--- src/rtl/vend_ctrl_p.sv ---
// Vending machine controller: item selection, coin credit with saturation,
// vend with per-item stock tracking and change return.
module vend_ctrl_p #(
  parameter int N_ITEMS    = 4,
  parameter int ITEM_W     = 2,
  parameter int CREDIT_W   = 8,
  parameter int STOCK_W    = 4,
  parameter int INIT_STOCK = 5,
  parameter int VAL_A      = 5,
  parameter int VAL_B      = 10,
  parameter int VAL_C      = 20
) (
  input  logic                         clk,
  input  logic                         reset,
  input  logic                         start,
  input  logic                         cancel,
  input  logic                         done_money,
  input  logic                         continue_buy,
  input  logic                         deno_5,
  input  logic                         deno_10,
  input  logic                         deno_20,
  input  logic [ITEM_W-1:0]            item_in,
  input  logic [N_ITEMS*CREDIT_W-1:0]  price_tbl,
  input  logic                         restock,
  output logic [2:0]                   state,
  output logic [CREDIT_W-1:0]          credit,
  output logic [CREDIT_W-1:0]          price,
  output logic                         out_stock,
  output logic                         vend_valid,
  output logic [ITEM_W-1:0]            vend_item,
  output logic                         change_valid,
  output logic [CREDIT_W-1:0]          change_amt
);

  typedef enum logic [2:0] {
    S_IDLE    = 3'd0,
    S_SELECT  = 3'd1,
    S_RECEIVE = 3'd2,
    S_COMPARE = 3'd3,
    S_VEND    = 3'd4,
    S_RETURN  = 3'd5
  } state_e;

  localparam int SUM_W = CREDIT_W + 2;
  localparam logic [SUM_W-1:0]   COIN_A     = SUM_W'(VAL_A);
  localparam logic [SUM_W-1:0]   COIN_B     = SUM_W'(VAL_B);
  localparam logic [SUM_W-1:0]   COIN_C     = SUM_W'(VAL_C);
  localparam logic [SUM_W-1:0]   CREDIT_MAX = {2'b00, {CREDIT_W{1'b1}}};
  localparam logic [ITEM_W:0]    ITEMS_LIM  = (ITEM_W + 1)'(N_ITEMS);
  localparam logic [STOCK_W-1:0] STOCK_INIT = STOCK_W'(INIT_STOCK);
  localparam logic [STOCK_W-1:0] STOCK_ONE  = STOCK_W'(1);

  state_e               r_state;
  state_e               w_nextState;
  logic [CREDIT_W-1:0]  r_credit;
  logic [ITEM_W-1:0]    r_selItem;
  logic [STOCK_W-1:0]   r_stock [N_ITEMS];

  logic [CREDIT_W-1:0]  w_priceArr [N_ITEMS];
  logic                 w_itemValid;
  logic [ITEM_W-1:0]    w_selIdx;
  logic                 w_selBlocked;
  logic [ITEM_W-1:0]    w_priceIdx;
  logic [CREDIT_W-1:0]  w_price;
  logic [SUM_W-1:0]     w_coinSum;
  logic [SUM_W-1:0]     w_creditSum;
  logic                 w_overflow;
  logic [CREDIT_W-1:0]  w_creditSat;
  logic                 w_canVend;

  for (genvar g = 0; g < N_ITEMS; g++) begin : g_price
    assign w_priceArr[g] = price_tbl[g*CREDIT_W +: CREDIT_W];
  end

  // Out-of-range selections are steered to index 0 so lookups never read X.
  assign w_itemValid  = ({1'b0, item_in} < ITEMS_LIM);
  assign w_selIdx     = w_itemValid ? item_in : '0;
  assign w_selBlocked = !w_itemValid || (r_stock[w_selIdx] == '0);
  assign w_priceIdx   = (r_state == S_SELECT) ? w_selIdx : r_selItem;
  assign w_price      = w_priceArr[w_priceIdx];

  assign w_coinSum   = (deno_5  ? COIN_A : '0)
                     + (deno_10 ? COIN_B : '0)
                     + (deno_20 ? COIN_C : '0);
  assign w_creditSum = {2'b00, r_credit} + w_coinSum;
  assign w_overflow  = (w_creditSum > CREDIT_MAX);
  assign w_creditSat = w_overflow ? {CREDIT_W{1'b1}} : w_creditSum[CREDIT_W-1:0];
  assign w_canVend   = (r_credit >= w_price);

  always_ff @(posedge clk) begin
    if (reset) r_state <= S_IDLE;
    else       r_state <= w_nextState;
  end

  always_comb begin
    w_nextState = r_state;
    case (r_state)
      S_IDLE:    if (start) w_nextState = S_SELECT;
      S_SELECT: begin
        if (cancel)             w_nextState = S_IDLE;
        else if (!w_selBlocked) w_nextState = S_RECEIVE;
      end
      S_RECEIVE: begin
        if (cancel || w_overflow) w_nextState = S_RETURN;
        else if (done_money)      w_nextState = S_COMPARE;
      end
      S_COMPARE: w_nextState = w_canVend ? S_VEND : S_RECEIVE;
      S_VEND:    w_nextState = S_RETURN;
      S_RETURN:  w_nextState = continue_buy ? S_SELECT : S_IDLE;
      default:   w_nextState = S_IDLE;
    endcase
  end

  always_ff @(posedge clk) begin
    if (reset) begin
      r_credit  <= '0;
      r_selItem <= '0;
      for (int i = 0; i < N_ITEMS; i++) r_stock[i] <= STOCK_INIT;
    end else begin
      case (r_state)
        S_IDLE: begin
          if (restock)
            for (int i = 0; i < N_ITEMS; i++) r_stock[i] <= STOCK_INIT;
        end
        S_SELECT:  if (!cancel && !w_selBlocked) r_selItem <= item_in;
        S_RECEIVE: r_credit <= w_creditSat;
        S_VEND: begin
          r_credit <= r_credit - w_price;
          if (r_stock[r_selItem] != '0)
            r_stock[r_selItem] <= r_stock[r_selItem] - STOCK_ONE;
        end
        S_RETURN:  r_credit <= '0;
        default:   ;
      endcase
    end
  end

  // Pulses are masked while reset is high so an interrupted vend never leaks out.
  always_comb begin
    state        = r_state;
    credit       = r_credit;
    price        = w_price;
    out_stock    = (r_state == S_SELECT) && w_selBlocked;
    vend_valid   = (r_state == S_VEND) && !reset;
    vend_item    = vend_valid ? r_selItem : '0;
    change_valid = (r_state == S_RETURN) && !reset;
    change_amt   = change_valid ? r_credit : '0;
  end

endmodule

--- config.mk ---
export PLATFORM = sky130hd
export DESIGN_NAME = vend_ctrl_p
export DESIGN_NICKNAME = d
export VERILOG_FILES = /design/src/rtl/vend_ctrl_p.sv
export SDC_FILE = /design/constraint.sdc
export NUM_CORES = 1
export LEC_CHECK = 0
export CELL_PAD_IN_SITES_DETAIL_PLACEMENT = 0
export CELL_PAD_IN_SITES_GLOBAL_PLACEMENT = 1
export CORE_UTILIZATION = 38
export CTS_CLUSTER_DIAMETER = 200
export DETAILED_ROUTE_END_ITERATION = 7
export PLACE_DENSITY_LB_ADDON = 0.1
export SETUP_SLACK_MARGIN = 0.15
export SYNTH_ARGS = -nofsm -noshare
export SYNTH_HDL_FRONTEND = slang
export SYNTH_SLANG_ARGS = --single-unit
--- constraint.sdc ---
create_clock -name clk -period 5.7 [get_ports clk]
set_clock_uncertainty 0.15 [all_clocks]
set_input_delay 1.14 -clock clk [delete_from_list [all_inputs] [get_ports clk]]
set_output_delay 1.14 -clock clk [all_outputs]
set_load 0.01 [all_outputs]
==> metrics.md, run 1 <==
| Metric | Value |
|---|---|
| Syn. warnings | `0` |
| Share of cells above drive strength 1 | `0.08262` |
| Post-DP HPWL | `5806 µm` |
| Fin nets | `415` |
| Clk root buf | `clkbuf_8` |
| Routed Antenna Nets | `0` |
| Final antenna diode count | `0` |
| DR DRC count | `4` |
| Initial core utilization | `0.3982` |
| Die area | `7062 µm²` |
| Htree depth | `2` |
| Post-synth cell types | `57` |
| Largest family of logic cells by synthesized area | `simple AND/OR/NAND/NOR gates` |
| Number of global-route vias before repair | `about 2,300` |
| Setup CP Type | `primary input to primary output` |
| First-pass GRT wire length | `around 12,000 µm` |
| 1st-pass router iterations | `6` |
| Placed Cells | `420` |
| Final min period | `4707 ps` |
| Number of buffers added on ports | `75` |
| CP Data Required Time | `about 4400 ps` |
| Gr ovfl total | `0` |
| Gpl congestion | `around 0.82` |
| Vias per inst | `5.720` |
| Hold-fix buffers, CTS | `0` |
| RSZ-0062 raised after global routing | `false` |
| Post-synth top flop | `edfxtp_1` |
| Post-Synthesis Cells | `between 200 and 300` |
| Max Cap Viol | `0` |
| Leakage Power | `1.283 nW` |
| Die H | `84.04 µm` |
| Simple logic cell fraction of the synthesized area | `0.2339` |
| Top-area cell type share of the netlist area | `0.1879` |
| Top post-synthesis cells by count | `nand2_1 (27), nor2_1 (22), inv_1 (21), ha_1 (18), edfxtp_1 (16)` |
| Final setup fails | `0` |
| Final TNS setup | `0 ps` |
| Vias | `around 2,400` |
| Pin count of the biggest net entering global routing | `17` |
| CTS tree | `done` |
| Core area | `around 6400 µm²` |
| Reg clk slew, reported paths | `around 70 ps` |
| Mux contribution to synthesized area | `0.1252` |
| Adder-cell share of the synthesized area | `0.1115` |
| CP startpoint kind | `primary input` |
| Area contributors post-synth | `edfxtp_1 (19%), dfxtp_1 (12%), ha_1 (8.8%), mux4_2 (8.8%), nand2_1 (4.0%)` |
| Post-CTS Setup Repair Bufs | `0` |
| Io pins | `76` |
| Syn Area/Cell | `9.334 µm²` |
| Clock sinks | `31` |
| Critical path arrival | `3420 ps` |
| Max FO, Critical Path | `13` |
| Slew @ Worst Pin | `751.3 ps` |
| Most numerous cell in the Yosys netlist | `nand2_1` |
| Wirelength, routed | `7281 µm` |
| Clock Latency Late Sink | `280 ps` |
| DR iter-0 viols | `229` |
| EDFF count, synth | `16` |
| Cell type with the largest total area after synthesis | `edfxtp_1` |
| Final non-filler cell total | `428` |
| Register area share after synthesis | `0.3053` |
| Status | `finished, violations left` |
| IR drop worst, VDD | `roughly 0.084 mV` |
| Clock buffer depth | `2` |
| Period utilization | `0.8258` |
| Synthesis-to-layout area growth | `35.81%` |
| Slew HR | `0.4980` |
| Hold Crit Class | `register to register` |
| Synth Area in Compound Gates | `0.1668` |
| Critical path capture point type | `primary output` |
| Failing checks | `DRC` |
| GRT Util Overall | `0.2139` |
| PD cells | `193.2 nW/µm²` |
| Synthesized area | `about 2600 µm²` |
| DR WL/cell | `17.01 µm` |
| Final Hold Viols | `0` |
| Maximum clock frequency | `roughly 0.21 GHz` |
| Synthesized flop and latch total | `31` |
| Post-Syn Nets | `339` |
| Antenna violations before repair | `0` |
| Num rows | `29` |
| Die W | `~84 µm` |
| Synth async-reset ratio | `0` |
| CTS Buf Count | `5` |
| Post-cts sizing count | `0` |
| Xor/xnor share of the synthesized area | `0.01370` |
| Count of pins over their slew limit | `0` |
cell usage in the layout, fill, tap and decap left out, types with 6 or more instances in the layout:
master	synthesis	routed
a21oi_1	10	10
and2_1	8	8
clkdlybuf4s50_1	0	75
dfxtp_1	15	15
edfxtp_1	16	16
ha_1	18	18
inv_1	21	21
mux4_2	10	10
nand2_1	27	27
nand3_1	9	9
nor2_1	22	22
nor2b_1	6	6
o21ai_0	15	15
state kept, by name, indices dropped and copies added, names as in the netlist, named ones only:
register,cells
state,3
r_selItem,2
r_stock,16
credit,8
through the flow:
| stage | setup slack, ps | total power [W] | area [µm²] | hold WS, ps | util |
|---|---|---|---|---|---|
| 2_1_floorplan | 1840 | 0.0004023 | 2557 | 387.4 | - |
| 3_3_place_gp | 1014 | 0.0005031 | 3385 | 420.8 | 0.5270 |
| 3_5_place_dp | 1003 | 0.0005038 | 3385 | 422.1 | 0.5270 |
| 4_1_cts | 985.9 | 0.0006732 | 3473 | 435.1 | 0.5408 |
| 5_1_grt | 834.8 | 0.0007069 | 3473 | 468.7 | 0.5408 |
| 6_report | 993.2 | 0.0006710 | 3473 | 433.3 | 0.5408 |
worst max-delay path, stage by stage:
cell             delay [ps]
clkdlybuf4s50_1         650
or3_1                   610
clkinv_2                160
nand2_1                 160
inv_1                   150
clkdlybuf4s50_1         540
cell type report:
| type | count | area [µm²] |
|---|---|---|
| clock buffers | 5 | 68.82 |
| clock inverters | 3 | 20.02 |
| fillers | 598 | 2949 |
| inverters | 22 | 83.83 |
| multi-input cells | 214 | 1665 |
| flip-flops and latches | 31 | 780.7 |
| well taps | 77 | 96.34 |
| repair buffers | 76 | 758.2 |
logic make-up (layout without fill, tap and decap cells):
kind of cell,after synthesis,after routing
and+or+nand+nor,111,111
DFF,31,31
adders and majority gates,21,21
buffers and inverters,29,106
xor gates and xnor gates,4,4
muxes,15,15
AOI/OAI and AO/OA,63,63
report_power, final:
part           internal (W)  total [W]  switching (W)
Sequential         0.000246   0.000268      0.0000214
Clock             0.0000848   0.000172      0.0000871
Combinational      0.000121   0.000231       0.000110
Total              0.000452   0.000671       0.000219
metal layers:
layer / GRT usage / vias to the layer above / part of all wire
met2: 0.3271 / 88 / 0.45
met4: 0.03605 / 0 / 0.0041
met5: 0 / - / 0
met1: 0.3148 / 1170 / 0.49
li1: - / 1188 / -
met3: 0.04451 / 2 / 0.061
path summary, 6_finish.rpt:
check,startpoint,to,slack (ps),cells past startpoint
worst max register to register,state[2],state[2],1810,12
worst max-delay path,reset,vend_item[1],990,6
worst min-delay path,credit[0],credit[0],430,2
worst min register to register,credit[0],credit[0],430,2
Note: power is estimated with default switching activity, not from simulation.
==> inputs of run 2 (changes only) <==
Settings changed: CORE_UTILIZATION 38 to 36.
Clock period 5.7 ns to 4.4 ns, I/O delays scaled along.
==> run 2 against run 1 <==
  * Sequential cell count did not move
  * Total power rose by 29%
  * Sequential share of layout area down 0.58 points
  * Cell count is 6.8% higher
  * Critical path depth fell by 1
  * Register-to-register slack worse by 820 ps
  * Largest power group unchanged
  * Design area rose by 2.6%
  * The flow now finishes without violations
==> metrics.md, run 2 (synthesis gave the netlist of run 1 again) <==
| Metric | Value |
|---|---|
| GRT Util Overall | `0.2072 (-0.006710)` |
| Leakage Power | `1.334 nW (+4.0%)` |
| Status | `finished, final reports clean` |
| R2r setup slk | `990 ps (-820 ps)` |
| Critical path capture point type | `primary output` |
| Design area | `3565 µm² (+2.6%)` |
| Gr ovfl total | `0 (unchanged)` |
| Max Cap Viol | `0 (unchanged)` |
| Pin count of the biggest net entering global routing | `16 (-1)` |
| Post-CTS Setup Repair Bufs | `0 (unchanged)` |
| Final TNS setup | `0 ps (unchanged)` |
| DR iter-0 viols | `174 (-24%)` |
| Placed Cells | `449 (+6.9%)` |
| Final Hold Viols | `0 (unchanged)` |
| Io pins | `76 (unchanged)` |
| PD cells | `242.8 nW/µm² (+26%)` |
| Clock buffer depth | `2 (unchanged)` |
| Number of global-route vias before repair | `2,315 (-0.043%)` |
| Final Util | `0.5218 (-0.01902)` |
| Placed cell areas | `3483 µm² (+2.9%)` |
| Slew HR | `0.5963 (+0.09825)` |
| Max reg flops | `16 (unchanged)` |
| Top layer reached by signal wires | `met4` |
| Met2 WL | `3140 µm (-3.4%)` |
| Vias | `2,455 (+0.29%)` |
| CP startpoint kind | `primary input` |
| Clk root buf | `clkbuf_8` |
| Vias per inst | `5.372 (-6.1%)` |
| Metal3 WL | `595 µm (+35%)` |
| Final setup fails | `0 (unchanged)` |
| Die H | `86.29 µm (+2.7%)` |
| First-pass GRT wire length | `11,740 µm (-0.24%)` |
| Initial core utilization | `0.3744 (-0.02385)` |
| Count of pins over their slew limit | `0 (unchanged)` |
| Num rows | `30 (+3.4%)` |
| Commonest cells after routing, fill and taps aside | `clkdlybuf4s50_1 (75), nand2_1 (27), nor2_1 (22)` |
| Post-cts sizing count | `0 (unchanged)` |
| CTS Buf Count | `5 (unchanged)` |
| Number of buffers added on ports | `75 (unchanged)` |
| Die W | `86.29 µm (+2.7%)` |
| DR DRC count | `0 (-4)` |
| CTS tree | `done` |
| Hold Path Stages | `2 (unchanged)` |
| Hold-fix buffers, CTS | `0 (unchanged)` |
| 1st-pass router iterations | `4 (-2)` |
| Gpl congestion | `0.8851 (+8.0%)` |
| Critical path arrival | `3050 ps (-370 ps)` |
| Hold Crit Class | `register to register` |
| Share of cells above drive strength 1 | `0.1025 (+0.01987)` |
| Slew @ Worst Pin | `600.4 ps (-150.9 ps)` |
| Antenna violations before repair | `0 (unchanged)` |
| Synthesis-to-layout area growth | `39.38%` |
| Setup CP Type | `primary input to primary output` |
| Clock Latency Late Sink | `280 ps (about the same)` |
| Largest register by flop count | `r_stock` |
| Max FO, Critical Path | `7 (-6)` |
| Period utilization | `0.9262` |
| Fin nets | `425 (+2.4%)` |
| Routed Antenna Nets | `0 (unchanged)` |
| DR WL/cell | `16.16 µm (-5.0%)` |
| Core area | `6832 µm² (+6.4%)` |
| Maximum clock frequency | `0.2454 GHz` |
| Final min period | `4075 ps` |
| CP Data Required Time | `3370 ps (-1040 ps)` |
| IR drop worst, VDD | `0.09052 mV (+8.4%)` |
| Wirelength, routed | `7385 µm (+1.4%)` |
| Met1 WL | `3614 µm (+1.6%)` |
| R2R cell count | `12 (unchanged)` |
| RSZ-0062 raised after global routing | `false` |
| Final non-filler cell total | `457 (+6.8%)` |
| Post-DP HPWL | `6084 µm (+4.8%)` |
| Die area | `7445 µm² (+5.4%)` |
| Commonest non-fill, non-tap cell in the layout | `clkdlybuf4s50_1` |
| Final antenna diode count | `0 (unchanged)` |
| Clock sinks | `31 (unchanged)` |
| Reg clk slew, reported paths | `60 ps (about the same)` |
| Htree depth | `2 (unchanged)` |
run 2: cell types whose count changed in the layout (fill, tap and decap cells not counted):
cell        before  now
clkbuf_1         0    2
clkinvlp_4       2    0
buf_4            1   11
run 2: where the power goes:
group / total [W] / switching, W / internal [W]
Combinational: 0.000319 / 0.000154 / 0.000165
Sequential: 0.000336 / 0.0000167 / 0.000319
Clock: 0.000211 / 0.000100 / 0.000111
run 2: worst paths after layout:
path,end,from
setup reg to reg,state[2],state[2]
setup / recovery,price[5],item_in[0]
hold / removal,credit[0],credit[0]
hold reg to reg,credit[0],credit[0]
run 2: final cells by class:
type	instances	area, µm²
well taps	96	120.1
inverters	22	83.83
clock buffers	7	76.32
clock inverters	1	5.005
multi-input cells	214	1665
repair buffers	86	833.3
flip-flops and latches	31	780.7
fillers	658	3267
run 2: through the flow:
| step | total power [W] | setup WS [ps] | hold WS (ps) |
|---|---|---|---|
| final | 0.0008656 | 324.8 | 417.1 |
| after global placement | 0.0006600 | 252.6 | 391.5 |
| after detailed placement | 0.0006606 | 178.1 | 402.2 |
| after CTS | 0.0008728 | 308.6 | 412.3 |
| after floorplan | 0.0005211 | 799.9 | 387.4 |
| after global routing | 0.0009177 | 244.3 | 457.6 |
run 2: worst max-delay path, stage by stage:
cell and delay, ps:
clkdlybuf4s50_1 530, mux2i_4 420, buf_4 210, mux4_2 500, clkdlybuf4s50_1 490
run 2: metal layers:
layer / vias up / GRT usage
met5: - / 0
met4: 0 / 0.03636
met3: 4 / 0.06190
met2: 86 / 0.3030
met1: 1150 / 0.3050
li1: 1215 / -
